**src/rtl/vec_mem_seq_if.sv**
```systemverilog
// Bundle of the pipeline-side request/response signals and the single-port
// RAM signals for the vector memory sequencer.
interface vec_mem_seq_if #(
  parameter int LANES  = 16,
  parameter int DATA_W = 32,
  parameter int ADDR_W = 13
);
  logic                           req_i;
  logic                           we_i;
  logic                           vs_i;
  logic [ADDR_W-1:0]              addr_i;
  logic [LANES-1:0][DATA_W-1:0]   wdata_i;
  logic [LANES-1:0][DATA_W-1:0]   rdata_o;
  logic                           busy_o;
  logic                           done_o;
  logic [ADDR_W-1:0]              ram_addr_o;
  logic [DATA_W-1:0]              ram_wdata_o;
  logic                           ram_we_o;
  logic [DATA_W-1:0]              ram_rdata_i;

  // Environment side: issues requests and plays the RAM.
  modport master (
    output req_i, we_i, vs_i, addr_i, wdata_i, ram_rdata_i,
    input  rdata_o, busy_o, done_o, ram_addr_o, ram_wdata_o, ram_we_o
  );

  // Sequencer side.
  modport slave (
    input  req_i, we_i, vs_i, addr_i, wdata_i, ram_rdata_i,
    output rdata_o, busy_o, done_o, ram_addr_o, ram_wdata_o, ram_we_o
  );
endinterface

```
**src/rtl/vec_mem_seq.sv**
```systemverilog
// Vector/scalar load-store sequencer: serialises a LANES-wide access into
// one-word-per-cycle transfers on a single-port synchronous-read RAM.
module vec_mem_seq #(
  parameter int LANES  = 16,
  parameter int DATA_W = 32,
  parameter int ADDR_W = 13
) (
  input  logic          clk,
  input  logic          rst,
  vec_mem_seq_if.slave  bus
);

  localparam int CNT_W = (LANES > 1) ? $clog2(LANES) : 1;

  typedef enum logic [2:0] {
    S_IDLE,
    S_WRITE,
    S_READ,
    S_DRAIN,
    S_DONE
  } state_t;

  state_t                       r_state;
  state_t                       w_state_next;
  logic [CNT_W-1:0]             r_cnt;
  logic [ADDR_W-1:0]            r_base;
  logic                         r_we;
  logic                         r_vs;
  logic [LANES-1:0][DATA_W-1:0] r_wbuf;
  logic [LANES-1:0][DATA_W-1:0] r_rdata;

  logic [CNT_W-1:0]             w_last_cnt;
  logic                         w_last;
  logic [CNT_W-1:0]             w_wr_lane;
  logic [CNT_W-1:0]             w_rd_lane;
  logic [CNT_W-1:0]             w_drain_lane;
  logic [ADDR_W-1:0]            w_elem_addr;

  // Element i lives in lane LANES-1-i; a scalar uses only the top lane.
  assign w_last_cnt   = r_vs ? CNT_W'(LANES - 1) : '0;
  assign w_last       = (r_cnt == w_last_cnt);
  assign w_wr_lane    = CNT_W'(LANES - 1) - r_cnt;
  // Read data arrives one cycle late, so it belongs to element count-1.
  assign w_rd_lane    = CNT_W'(LANES) - r_cnt;
  assign w_drain_lane = r_vs ? '0 : CNT_W'(LANES - 1);
  // Plain modular add gives the required address wrap.
  assign w_elem_addr  = r_base + ADDR_W'(r_cnt);

  assign bus.rdata_o  = r_rdata;

  // State register.
  always_ff @(posedge clk or negedge rst) begin
    if (!rst) begin
      r_state <= S_IDLE;
    end else begin
      r_state <= w_state_next;
    end
  end

  // Next-state and Moore output decode from the registered state.
  always_comb begin
    w_state_next    = r_state;
    bus.busy_o      = 1'b0;
    bus.done_o      = 1'b0;
    bus.ram_we_o    = 1'b0;
    bus.ram_addr_o  = '0;
    bus.ram_wdata_o = '0;
    case (r_state)
      S_IDLE: begin
        if (bus.req_i) begin
          w_state_next = bus.we_i ? S_WRITE : S_READ;
        end
      end
      S_WRITE: begin
        bus.busy_o      = 1'b1;
        bus.ram_we_o    = r_we;
        bus.ram_addr_o  = w_elem_addr;
        bus.ram_wdata_o = r_wbuf[w_wr_lane];
        if (w_last) begin
          w_state_next = S_DONE;
        end
      end
      S_READ: begin
        bus.busy_o     = 1'b1;
        bus.ram_addr_o = w_elem_addr;
        if (w_last) begin
          w_state_next = S_DRAIN;
        end
      end
      S_DRAIN: begin
        bus.busy_o   = 1'b1;
        w_state_next = S_DONE;
      end
      S_DONE: begin
        bus.done_o   = 1'b1;
        w_state_next = S_IDLE;
      end
      default: begin
        w_state_next = S_IDLE;
      end
    endcase
  end

  // Request capture, element counter and load-data lane capture.
  always_ff @(posedge clk or negedge rst) begin
    if (!rst) begin
      r_cnt   <= '0;
      r_base  <= '0;
      r_we    <= 1'b0;
      r_vs    <= 1'b0;
      r_wbuf  <= '0;
      r_rdata <= '0;
    end else begin
      case (r_state)
        S_IDLE: begin
          if (bus.req_i) begin
            r_base <= bus.addr_i;
            r_wbuf <= bus.wdata_i;
            r_we   <= bus.we_i;
            r_vs   <= bus.vs_i;
            r_cnt  <= '0;
          end
        end
        S_WRITE: begin
          if (!w_last) begin
            r_cnt <= r_cnt + 1'b1;
          end
        end
        S_READ: begin
          if (r_cnt != '0) begin
            r_rdata[w_rd_lane] <= bus.ram_rdata_i;
          end
          if (!w_last) begin
            r_cnt <= r_cnt + 1'b1;
          end
        end
        S_DRAIN: begin
          r_rdata[w_drain_lane] <= bus.ram_rdata_i;
        end
        default: begin
        end
      endcase
    end
  end

endmodule

```
**src/flat_wrapper.sv**
```systemverilog
// flat-port wrapper written by rule: the top's interface ports become plain ports
module vec_mem_seq_flat 
#(
  parameter int LANES  = 16,
  parameter int DATA_W = 32,
  parameter int ADDR_W = 13
)
  (clk, rst, bus_req_i, bus_we_i, bus_vs_i, bus_addr_i, bus_wdata_i, bus_ram_rdata_i, bus_rdata_o, bus_busy_o, bus_done_o, bus_ram_addr_o, bus_ram_wdata_o, bus_ram_we_o);
  vec_mem_seq_if #(.LANES(LANES), .DATA_W(DATA_W), .ADDR_W(ADDR_W)) bus_i ();
  input  logic clk;
  input  logic rst;
  input wire logic [$bits(bus_i.req_i)-1:0] bus_req_i;
  input wire logic [$bits(bus_i.we_i)-1:0] bus_we_i;
  input wire logic [$bits(bus_i.vs_i)-1:0] bus_vs_i;
  input wire logic [$bits(bus_i.addr_i)-1:0] bus_addr_i;
  input wire logic [$bits(bus_i.wdata_i)-1:0] bus_wdata_i;
  input wire logic [$bits(bus_i.ram_rdata_i)-1:0] bus_ram_rdata_i;
  output wire logic [$bits(bus_i.rdata_o)-1:0] bus_rdata_o;
  output wire logic [$bits(bus_i.busy_o)-1:0] bus_busy_o;
  output wire logic [$bits(bus_i.done_o)-1:0] bus_done_o;
  output wire logic [$bits(bus_i.ram_addr_o)-1:0] bus_ram_addr_o;
  output wire logic [$bits(bus_i.ram_wdata_o)-1:0] bus_ram_wdata_o;
  output wire logic [$bits(bus_i.ram_we_o)-1:0] bus_ram_we_o;
  assign bus_i.req_i = bus_req_i;
  assign bus_i.we_i = bus_we_i;
  assign bus_i.vs_i = bus_vs_i;
  assign bus_i.addr_i = bus_addr_i;
  assign bus_i.wdata_i = bus_wdata_i;
  assign bus_i.ram_rdata_i = bus_ram_rdata_i;
  assign bus_rdata_o = bus_i.rdata_o;
  assign bus_busy_o = bus_i.busy_o;
  assign bus_done_o = bus_i.done_o;
  assign bus_ram_addr_o = bus_i.ram_addr_o;
  assign bus_ram_wdata_o = bus_i.ram_wdata_o;
  assign bus_ram_we_o = bus_i.ram_we_o;
  vec_mem_seq #(.LANES(LANES), .DATA_W(DATA_W), .ADDR_W(ADDR_W)) u_core (.clk(clk), .rst(rst), .bus(bus_i));
endmodule
```
**config.mk**
```make
export PLATFORM = sky130hd
export DESIGN_NAME = vec_mem_seq_flat
export DESIGN_NICKNAME = d
export VERILOG_FILES = /design/src/rtl/vec_mem_seq_if.sv /design/src/rtl/vec_mem_seq.sv /design/src/flat_wrapper.sv
export SDC_FILE = /design/constraint.sdc
export NUM_CORES = 2
export LEC_CHECK = 0
export ABC_AREA = 1
export BUFFER_PORTS_ARGS = -buffer_cell sky130_fd_sc_hd__buf_4
export CAP_MARGIN = 20
export CELL_PAD_IN_SITES_DETAIL_PLACEMENT = 1
export CELL_PAD_IN_SITES_GLOBAL_PLACEMENT = 1
export CORE_AREA = 2 2 431 433
export DETAILED_ROUTE_END_ITERATION = 10
export DIE_AREA = 0 0 433 435
export PLACE_DENSITY_LB_ADDON = 0.1
export RECOVER_POWER = 100
export SETUP_SLACK_MARGIN = 0.1
export SYNTH_ARGS = -nofsm -noshare
export SYNTH_HDL_FRONTEND = slang
export SYNTH_SLANG_ARGS = --single-unit
```
**constraint.sdc**
```tcl
create_clock -name clk -period 4.3 [get_ports clk]
set_input_delay 0.86 -clock clk [delete_from_list [all_inputs] [get_ports clk]]
set_output_delay 0.86 -clock clk [all_outputs]
set_load 0.05 [all_outputs]
```
# [Word-level counts from Yosys, hierarchy flattened]
# Cells that the tools add are included.
[totals] reg_bits=1046 output_inout_bits=560
[op_classes] add_sub_neg=4 mux=25 n_lt_le_gt_ge=5 n_eq_ne=10 reduce_logical=12
[op_table] op="$bwmux W512" count=2
[op_table] op="$pmux W512 S2" count=1
[op_table] op="$mux W512" count=1
[op_table] op="$demux W32 S4" count=2
[op_table] op="$bmux W32 S4" count=1
[op_table] op="$mux W32" count=4
[op_table] op="$mux W4" count=4
[op_table] op="$lt A4 B5 Y1 const B" count=3
[op_table] op="$add A13 B4 Y13" count=1
[op_table] op="$mux W13" count=1
[op_table] op="$pmux W3 S4" count=1
[op_table] op="$mux W3" count=3
[op_table] op="$ge A4 B1 Y1 const B" count=2
[op_table] op="$pmux W4 S2" count=1
[op_table] op="$eq A3 B2 Y1 const B" count=2
[op_table] op="$ne A2 B1 Y1 const B" count=3
[op_table] op="$reduce_and A3 Y1" count=2
[op_table] op="$add A4 B1 Y4 const B" count=1
[op_table] op="$eq A4 B4 Y1" count=1
[op_table] op="$ne A2 B2 Y1 const B" count=2
[op_table] op="$reduce_and A2 Y1" count=2
[op_table] op="$reduce_bool A2 Y1" count=2
[op_table] op="$reduce_bool A4 Y1" count=1
[op_table] op="$sub A1 B4 Y4 const A" count=1
[op_table] op="9 further kinds" count=12

# [Logic depth before layout (Yosys ltp)]
[depth] word_depth=8 mapped_depth=12 mapped_depth_nobuf=9

# [Worst setup path before layout]
# Ideal clock, no wire load.
[synth_timing] path_kind="register to output" from="reg u_core.r_cnt[0]" to="out bus_ram_addr_o[10]" arrival_ps=2486 stages_incl_launch_ff=8 path_slack_ps=954 path_cell_list="dfrtp_1 > ha_1 > fa_1 > nand3_1 > nand2_1 > nand2_1 > nor3_1 > nor3_1"
[synth_between] elab_chain_cells=2
[synth_rtl] item="start: declaration" line_no="vec_mem_seq.sv:25" source="logic [CNT_W-1:0] r_cnt;"
[synth_rtl] item="start signal: assignment" line_no="vec_mem_seq.sv:126" source="r_cnt <= r_cnt + 1'b1;"
[synth_rtl] item="start signal: assignment" line_no="vec_mem_seq.sv:134" source="r_cnt <= r_cnt + 1'b1;"
[synth_rtl] item="$add A13 B4 Y13" line_no="vec_mem_seq.sv:47" source="assign w_elem_addr = r_base + ADDR_W'(r_cnt);"
[synth_rtl] item="$mux W13" line_no="vec_mem_seq.sv:68" source="case (r_state)"
[synth_rtl] item="end: declaration" line_no="flat_wrapper.sv:21" source="output wire logic [$bits(bus_i.ram_addr_o)-1:0] bus_ram_addr_o;"
# No other way between the ends.

# [Worst setup path in the final report]
[layout_timing] from="reg u_core.r_cnt[0]" to="out bus_ram_wdata_o[26]"
[layout_between] elab_chain_cells=4
[layout_rtl] item="$sub A4 B4 Y4" line_no="vec_mem_seq.sv:42" source="assign w_wr_lane = CNT_W'(LANES - 1) - r_cnt;"
[layout_rtl] item="$bmux W32 S4" line_no="vec_mem_seq.sv:78" source="bus.ram_wdata_o = r_wbuf[w_wr_lane];"
[layout_rtl] item="$mux W32 (not written as such)" line_no="vec_mem_seq.sv:78"
[layout_rtl] item="$mux W32" line_no="vec_mem_seq.sv:68"
[layout_rtl] item="end: declaration" line_no="flat_wrapper.sv:22" source="output wire logic [$bits(bus_i.ram_wdata_o)-1:0] bus_ram_wdata_o;"
# No other way between the ends. The select of a mux whose other input is x is not followed.

==> run_results.csv <==
group,metric,value,unit
sta,tightest_slew,2.746,ns
sta,finalSetupTns,0,ns
synthesis,synth_area_per_cell,8.876,um2
job,maxCapViolCount,6,
clocking,cts_root_buf,"clkbuf_16",
die,die_area,188400,um2
drt,first_iter_violations,2205,
die,start_util,24.40,%
synthesis,yosysSeqAreaShare,58.29,%
pwr,leakage,28.20,nW
drt,drt_first_pass_iters,5,
clocking,cts_buffer_depth,3,
setup_path,critical_path.startpoint_type,"register",
grt,grt-ovfl-total,0,
clocking,numCtsBuffers,136,
place,dp_cells,8396,
clocking,cts_setup_buffers,0,
synthesis,yosys-top-cells-area,"dfrtp_1 (58%), nand2_1 (9.2%), nor2_1 (5.1%)",
drt,antenna_left,0,
clocking,cts_tree,"yes",
setup_path,critPathArrivalTime,3.23,ns
cells_and_area,stdcell_count,8648,
setup_path,worstSetupPathType,"register to primary output",
sta,skew,0.02040,ns
drt,vias,38990,
synthesis,yosysTopAreaCell,"dfrtp_1",
sta,setup_violations,0,
place,port_buffers,1121,
die,die_height,435,um
pwr,p_per_area,943.3,nW/um2
sta,fin_crit_sh,95.22,%
synthesis,synth_warnings,0,
sta,rsz0062_at_grt,"false",
setup_path,end_kind,"primary output",
clocking,cts.sinks,1046,
sta,finalHoldViolations,0,
clocking,clk_latency,0.80,ns
synthesis,synthArstFlopShare,100.0,%
grt,grt_pass1_vias,40910,
status,violations,"max-capacitance violations, max-slew violations",
min_path,min_path_type,"input pin to register",
cells_and_area,fin_nets,6627,
cells_and_area,multi_input_area,15200,um2
place,place_hpwl,165.3,mm
synthesis,synth_ff_type,"dfrtp_1",
die,core,184000,um2
sta,drv_slew,276,
die,die_w,433,um
synthesis,synth_area,44910,um2
clocking,path_clk_slew,0.06,ns
grt,grt_max_degree,131,
sta,fmax,0.2442,GHz
sta,min_period,4.094,ns
setup_path,cp_max_fo,82,
sta,relSlewSlack,-83.06,%
drt,totalWireLength,221.5,mm
drt,route.detailed.drc,0,
cells_and_area,syn_to_final_growth,28.74,%
cells_and_area,fillers,21780,
drt,post_drt_wl_per_cell,25.62,um
status,outcome,"finished with violations",
synthesis,synth_edf_count,0,
drt,avgViaCountPerCell,4.509,
grt,grt_pass1_wl,311.3,mm
clocking,cts_hold_buf,0,
pwr,ir_drop,349.9,uV
cells_and_area,drive_gt1_share,17.21,%
synthesis,syn_nets,5632,
cells_and_area,ff_latch_area,26190,um2
die,num_rows,158,
synthesis,postSynthCellCount,5059,
pwr,power,54.53,mW
die,io_pins,1122,
sta,layout_setup_ws,0.2056,ns
setup_path,cp.required,3.44,ns
place,pre_cts_slack,0.7412,ns
clocking,h-tree-depth,4,
place,gp_congestion,0.8319,
setup_path,r2r_slack,0.41,ns
grt,grtUsageTotal,23.03,%
synthesis,ys_ff_latch,1046,
grt,antenna_found_initial,58,
synthesis,synth_top_area_share,58.29,%
synthesis,ys_types,35,
path summary, 6_finish.rpt:
check / start / endpoint / cells past startpoint
worst max-delay path: u_core.r_cnt[0] / bus_ram_wdata_o[26] / 9
worst min-delay path: bus_wdata_i[233] / u_core.r_wbuf[233] / 2
worst max register to register: u_core.r_cnt[0] / u_core.bus.rdata_o[232] / 8
worst min register to register: u_core.bus.rdata_o[16] / u_core.bus.rdata_o[16] / 2
max in group asynchronous: rst / u_core.r_wbuf[204] / 2
min in group asynchronous: rst / u_core.bus.rdata_o[25] / 1
critical path: stages, from the launching register on:
cell and delay, ns:
dfrtp_4 0.49, clkbuf_4 0.32, buf_12 0.34, nor2_1 0.09
nor2_1 0.09, nand2_1 0.06, nand3_1 0.20, nand3_1 0.10
a21oi_1 0.44, buf_4 0.30
synthesized netlist by cell type, types with 5 or more instances:
| master | instances |
|---|---|
| a21oi_1 | 426 |
| buf_1 | 29 |
| buf_2 | 141 |
| buf_6 | 34 |
| clkbuf_1 | 140 |
| dfrtp_1 | 1046 |
| ha_1 | 10 |
| inv_1 | 436 |
| inv_2 | 5 |
| mux2_2 | 137 |
| nand2_1 | 1095 |
| nand2_4 | 15 |
| nand3_1 | 403 |
| nor2_1 | 605 |
| nor2_4 | 5 |
| nor3_1 | 8 |
| o211ai_1 | 33 |
| o21ai_0 | 191 |
| o21ai_1 | 259 |
| o21ai_2 | 7 |
| xnor2_1 | 6 |
cell families (layout without fill, tap and decap cells):
kind of cell,Yosys count,after routing,synth area share [%]
other,0,14,0
and+or+nand+nor,2145,2145,19.63
DFF,1046,1046,58.29
adders and majority gates,11,11,0.3232
xor gates and xnor gates,9,9,0.2173
AOI/OAI and AO/OA,920,920,10.51
buffers and inverters,791,1886,7.593
muxes,137,137,3.435
state kept, by name, summed over array words and instances (netlist names):
signal	flops
u_core.r_wbuf	512
u_core.r_base	13
u_core.r_vs	1
u_core.r_cnt	4
u_core.r_state	3
u_core.bus.rdata_o	512
u_core.r_we	1
final cells by class:
cell class | instances | area share (%)
inverter | 444 | 2.913
clock buffer | 191 | 6.820
sequential | 1046 | 45.30
antenna | 14 | 0.06060
multi-input combinational | 3222 | 26.30
tap | 2480 | 5.368
clock inverter | 47 | 0.9631
timing repair buffer | 1204 | 12.28
layer usage:
| layer | GRT usage (%) | routed length (um) |
|---|---|---|
| met2 | 42.78 | 117300 |
| met5 | 0 | 345 |
| met3 | 5.583 | 12730 |
| met1 | 24.47 | 81340 |
| met4 | 9.841 | 9809 |
through the flow:
step	util [%]	area (um2)	hold slack, ns
after global routing	31.41	57810	0.2478
after CTS	32.71	60200	0.1248
after floorplan	-	44910	0.4530
after detailed placement	30.25	55680	0.4606
final	31.41	57810	0.2932
after global placement	30.25	55680	0.4661
power by group:
group | switching, mW | internal, mW | leakage, nW
combinational | 20.4 | 5.88 | 14.7
sequential | 2.19 | 14.4 | 11.3
clock | 4.76 | 6.84 | 2.23
total | 27.4 | 27.2 | 28.2
timing repair:
action / 4_1_cts / 5_1_grt
setup endpoints to repair: 17 / 3
resized for setup: 6 / 2
pin swaps: 0 / 0
placed cells by master, fill, tap and decap left out, types with 24 or more instances in the layout:
cell type and instances:
clkbuf_1 559, buf_4 604, clkinv_2 24, nor2_1 608, nand3_1 401, clkbuf_2 37, nand2_1 1099, inv_1 436
dfrtp_1 1042, clkbuf_8 29, o211ai_1 33, mux2_2 137, o21ai_0 438, clkbuf_16 138, a21oi_1 425
No activity file was read; power rests on OpenSTA's default activity.
